File: src/rtl/cla5_pipe_adder.sv
// ============================================================================
//  Module   : cla5_pipe_adder
//  Purpose  : Two-stage valid/ready pipelined 5-bit carry-lookahead adder
//             with registered sum, carry-out and signed overflow.
//  Revision : 1.0  initial release
// ============================================================================
`default_nettype none

module cla5_pipe_adder (
    input  logic       clk,
    input  logic       rst,
    input  logic       in_valid,
    output logic       in_ready,
    input  logic [4:0] a,
    input  logic [4:0] b,
    input  logic       cin,
    output logic       out_valid,
    input  logic       out_ready,
    output logic [4:0] sum,
    output logic       cout,
    output logic       ovf
);

    // S1: operand registers
    logic [4:0] a_q;
    logic [4:0] b_q;
    logic       cin_q;
    logic       v1_q;

    // S2: result registers
    logic [4:0] sum_q;
    logic       cout_q;
    logic       ovf_q;
    logic       v2_q;

    logic       s2_accept;
    logic       in_hs;

    logic [4:0] g;
    logic [4:0] p;
    logic [5:0] c;
    logic [4:0] sum_d;
    logic       cout_d;
    logic       ovf_d;

    assign s2_accept = !v2_q || out_ready;
    assign in_ready  = !v1_q || s2_accept;
    assign in_hs     = in_valid && in_ready;

    assign g = a_q & b_q;
    assign p = a_q ^ b_q;

    // Each carry is a flat sum-of-products so no term depends on a lower carry.
    assign c[0] = cin_q;
    assign c[1] = g[0]
                | (p[0] & cin_q);
    assign c[2] = g[1]
                | (p[1] & g[0])
                | (p[1] & p[0] & cin_q);
    assign c[3] = g[2]
                | (p[2] & g[1])
                | (p[2] & p[1] & g[0])
                | (p[2] & p[1] & p[0] & cin_q);
    assign c[4] = g[3]
                | (p[3] & g[2])
                | (p[3] & p[2] & g[1])
                | (p[3] & p[2] & p[1] & g[0])
                | (p[3] & p[2] & p[1] & p[0] & cin_q);
    assign c[5] = g[4]
                | (p[4] & g[3])
                | (p[4] & p[3] & g[2])
                | (p[4] & p[3] & p[2] & g[1])
                | (p[4] & p[3] & p[2] & p[1] & g[0])
                | (p[4] & p[3] & p[2] & p[1] & p[0] & cin_q);

    assign sum_d  = p ^ c[4:0];
    assign cout_d = c[5];
    assign ovf_d  = c[5] ^ c[4];

    always_ff @(posedge clk) begin
        if (rst) begin
            a_q    <= 5'd0;
            b_q    <= 5'd0;
            cin_q  <= 1'b0;
            v1_q   <= 1'b0;
            sum_q  <= 5'd0;
            cout_q <= 1'b0;
            ovf_q  <= 1'b0;
            v2_q   <= 1'b0;
        end else begin
            if (in_hs) begin
                a_q   <= a;
                b_q   <= b;
                cin_q <= cin;
                v1_q  <= 1'b1;
            end else if (s2_accept) begin
                v1_q  <= 1'b0;
            end

            // S2 only advances when its current result is gone or leaving.
            if (s2_accept) begin
                sum_q  <= sum_d;
                cout_q <= cout_d;
                ovf_q  <= ovf_d;
                v2_q   <= v1_q;
            end
        end
    end

    assign out_valid = v2_q;
    assign sum       = sum_q;
    assign cout      = cout_q;
    assign ovf       = ovf_q;

endmodule

`default_nettype wire

File: config.mk
export PLATFORM = sky130hd
export DESIGN_NAME = cla5_pipe_adder
export DESIGN_NICKNAME = d
export VERILOG_FILES = /design/src/rtl/cla5_pipe_adder.sv
export SDC_FILE = /design/constraint.sdc
export NUM_CORES = 1
export LEC_CHECK = 0
export CORE_ASPECT_RATIO = 1.5
export CORE_MARGIN = 1.5
export CORE_UTILIZATION = 30
export DETAILED_ROUTE_END_ITERATION = 7
export GPL_ROUTABILITY_DRIVEN = 0
export PLACE_DENSITY_LB_ADDON = 0.3
export SLEW_MARGIN = 30
export SYNTH_ARGS = -nofsm -noshare
export SYNTH_HDL_FRONTEND = slang
export SYNTH_SLANG_ARGS = --single-unit
File: constraint.sdc
create_clock -name clk -period 2.6 [get_ports clk]
set_input_delay 0.52 -clock clk [delete_from_list [all_inputs] [get_ports clk]]
set_output_delay 0.52 -clock clk [all_outputs]
set_load 0.01 [all_outputs]
[Yosys cells after proc, flatten, opt, wreduce, memory -nomap -nowiden]
Cells that the tools add are included.
Storage, ports and cells
  register bits after elaboration: 20
  output and inout bits: 9
  logic and storage cells: 60
Cells by class
  mux-type cells: 2
  bitwise operators: 44
  reduce and logical (&&, ||, !) cells: 6
Operators by type and width (number)
  1-bit AND: 25
  1-bit OR: 15
  5-bit XOR: 2
  5-bit AND: 1
  1-bit zero test: 2
  1-bit logical OR: 2
  1-bit two-way mux: 2
  2-bit nonzero test: 1
  1-bit logical AND: 1
  1-bit XOR: 1

[Logic depth before layout (Yosys ltp)]
  depth in word-level cells: 8
  gate-level depth with buffers: 5
  mapped depth without buffers: 5

[Worst setup path before layout]
Ideal clock, no wire load.
  path type: flip-flop to flip-flop
  start: register a_q[3]
  end: register sum_q[4], in the netlist sum[4]
  library setup time: 0.117 ns
  arrival: 1.444 ns
  required time: 2.483 ns
  slack: 1.039 ns
  stages on the path, launching flop included: 6
  cell sequence: dfxtp_1 ha_1 and3_4 a221oi_4 xnor2_1 a22o_1
Between the ends
  word-level cells in the longest chain between the ends: 7
  elaborated cells on any way between the ends: 14
  classes of those cells: 14 x bitwise
Ends and longest elaborated chain
  start, declared: line 25  | logic [4:0] a_q;
  start signal, assigned: line 82  | a_q <= 5'd0;
  start signal, assigned: line 92  | a_q <= a;
  5-bit XOR: line 51  | assign p = a_q ^ b_q;
  1-bit AND (on tied branches)
  1-bit OR (tied with other cells): line 65  | | (p[3] & g[2])
  1-bit OR (tied with other cells): line 66  | | (p[3] & p[2] & g[1])
  1-bit OR / 1-bit AND (equally long branches): line 67, 68
  1-bit OR (*): line 68  | | (p[3] & p[2] & p[1] & p[0] & cin_q);
  5-bit XOR (*): line 76  | assign sum_d = p ^ c[4:0];
  end signal, assigned: line 102  | sum_q <= sum_d;
  end, declared: line 31  | logic [4:0] sum_q;
Mark *: on every way between the ends. The rest lies on a longest branch, timed or not.
A chain may end at the register's enable or synchronous reset.

[Final worst setup path]
  start: input port out_ready
  end: output port in_ready
Between the ends
  word-level cells in the longest chain between the ends: 2
Ends and longest elaborated chain
  start, declared: line 18  | input logic out_ready,
  1-bit logical OR: line 46  | assign s2_accept = !v2_q || out_ready;
  1-bit logical OR: line 47  | assign in_ready = !v1_q || s2_accept;
  end, declared: line 13  | output logic in_ready,
Every way passes these cells.

==> impl_results.md <==
* Top Ports at 24
* Setup-failing EPs final at 0
* Synth async-reset ratio at 0
* Post-Route WL at 1790 µm
* Total number of clock tree sinks at 20
* Synth cell types at 27
* Total power density per cell area at 513 mW/mm²
* Max-cap violation count at 0
* Area growth from synthesis to layout at 35.1%
* Fin util at 0.427
* Post-synth EDFFs at 0
* Worst path most repeated cell: clkdlybuf4s50_1
* Cell chain of the critical path: clkdlybuf4s50_1, nand3b_1, clkdlybuf4s50_1
* H-tree depth at 1
* Status: complete, no violations
* # hold bufs at CTS at 0
* Routed Antenna Nets at 0
* Register Area at 400 µm²
* CTS tree: built
* Unrepaired setup endpoints after global routing: no
* Main synth FF type: dfxtp_1
* Largest net degree at the start of global routing at 15
* Fillers at 321
* Clock Latency Late Sink at 250 ps
* Congestion Overflow GR at 0
* Slowest-stage cell, CP: clkdlybuf4s50_1
* Die span in x at 48.5 µm
* Yosys warns at 0
* Num rows at 24
* Tot GR Track Use at 0.114
* Multi-input logic area at 490 µm²
* Clock-pin slew of the registers on the worst-case setup and hold paths at 70 ps
* Flops & latches, synth at 20
* Initial Util at 0.316
* Share of layout cells above drive strength 1 at 0.0687
* Drt initial violations at 17
* Vias in the first global route at 757
* FF-to-FF path depth at 5
* Gate Count Post-Synth at 107
* Synthesized area at 930 µm²
* Critical path type: in2out
* DR pass1 iterations at 4
* Top-count cell post-synth: dfxtp_1
* Minimum hold slack at 440 ps
* CTS Buf Count at 3
* Worst VDD drop at 288 µV
* Max transition margin at 0.774
* Fin. Hold Viols at 0
* Data arrival, critical path at 1750 ps
* Via count at 808
* Crit share post-route at 0.874
* Number of port buffers at 23
* First-pass GRT wire length at 3130 µm
* Element type at the critical path start: input pin
* Diode count at 0
* Yosys top cell area share at 0.431
* Dominant cells by area after synthesis: dfxtp_1 43%, nand2_1 7.3%, a21oi_1 7.0%
* Post-CTS setup buffers at 0
* Setup TNS at 0 ps
* Post-Syn Nets at 128
* Post-Syn Area per Cell at 8.69 µm²
* Worst-margin pin slew at 338 ps
* Core area at 0.00294 mm²
* Post-CTS sizing at 0
* Clock root cell: clkbuf_8
* Worst EP required at 2080 ps
* Tmin final at 2270 ps
* Fin. max-slew vios at 0
* Dpl cells at 167
* Static Leak at 0.495 nW
* CP endpoint kind: primary output
* Fmax at 0.440 GHz
* Final nets at 154
* Hold Path Class: reg2reg
* Vias per cell at 4.75
* Yosys top cell by area: dfxtp_1
* Buf/Inv on CP at 2
* Cell family with most CP delay: buffers and inverters
* Final Total Pwr at 0.644 mW
* Register area share after synthesis at 0.431
* DPL Wire Length at 1400 µm
* DRC viols at 0
* Die ar. at 0.00345 mm²
* Die Y at 71.2 µm
* Crit path max fanout at 3
* Clk buf depth at 2
* Top post-synthesis cells by count: 20 x dfxtp_1, 18 x nand2_1, 13 x a21oi_1
* Initial antenna violation count at 0
* Layout Skew at 2.16 ps
* WL per Instance at 10.5 µm
* Finished Layout Cells at 170
* WP depth at 3
* Crit-path max cell delay at 570 ps
* Hold Path Stages at 2
placed cells by master (no fill, tap or decap), drive strengths merged, types with 2 or more instances in the layout:
cell / n
a211oi: 3
a21o: 2
a21oi: 13
a22o: 2
buf: 4
clkbuf: 3
clkdlybuf4s50: 23
dfxtp: 20
ha: 5
inv: 4
nand2: 18
nand3: 11
nand3b: 2
nor2: 6
xnor2: 2
stage by stage:
stage,instance area [µm²],setup WS (ps)
after floorplan,930,1040
after global placement,1210,309
after detailed placement,1210,322
after CTS,1260,305
after global routing,1260,278
final,1260,328
power by group:
part           internal [mW]  leakage, nW  switching [mW]  total (mW)
combinational         0.0625        0.308          0.0497       0.112
clock                  0.103       0.0216          0.0934       0.196
sequential             0.326        0.165          0.0101       0.336
metal layers:
layer | GRT usage | part of all wire | wire, µm | up-vias
met5 | 0 | 0 | 0 | -
met4 | 0.0571 | 0.015 | 26 | 0
met3 | 0.0211 | 0.047 | 84 | 2
met2 | 0.221 | 0.53 | 942 | 17
met1 | 0.114 | 0.41 | 732 | 364
li1 | - | - | - | 425
cells by family (layout without fill, tap and decap cells):
group	count (synthesis)	after routing	synth area share
adders and majority gates	6	6	0.0888
buffers and inverters	10	34	0.0417
AOI/OAI and AO/OA	26	26	0.202
xor gates and xnor gates	2	2	0.0188
and+or+nand+nor	43	43	0.218
DFF	20	20	0.431
flip-flops by register name, summed over array words and instances, names as in the netlist:
| signal | cells |
|---|---|
| cout | 1 |
| sum | 5 |
| b_q | 5 |
| out_valid | 1 |
| cin_q | 1 |
| ovf | 1 |
| a_q | 5 |
| v1_q | 1 |
layout make-up:
type	count	share of cell area
Multi-Input combinational cell	77	0.390
Timing Repair Buffer	27	0.207
Sequential cell	20	0.319
Clock buffer	3	0.0329
Inverter	4	0.0120
Tap cell	39	0.0388
final timing paths:
check	startpoint	slack [ps]	end
min	sum[3]$_SDFFE_PP0P_	440	sum[3]$_SDFFE_PP0P_
min reg2reg	sum[3]$_SDFFE_PP0P_	440	sum[3]$_SDFFE_PP0P_
max	out_ready	330	in_ready
max reg2reg	a_q[3]$_SDFFE_PP0P_	950	ovf$_SDFFE_PP0P_
worst register-to-register path: cells and delay by family, from the launching register on:
kind / cells / cell delay (ps)
compound gates: 2 / 580
fa+ha+maj: 1 / 360
flops: 1 / 320
simple gates: 2 / 310
(Power assumes the default switching activity.)
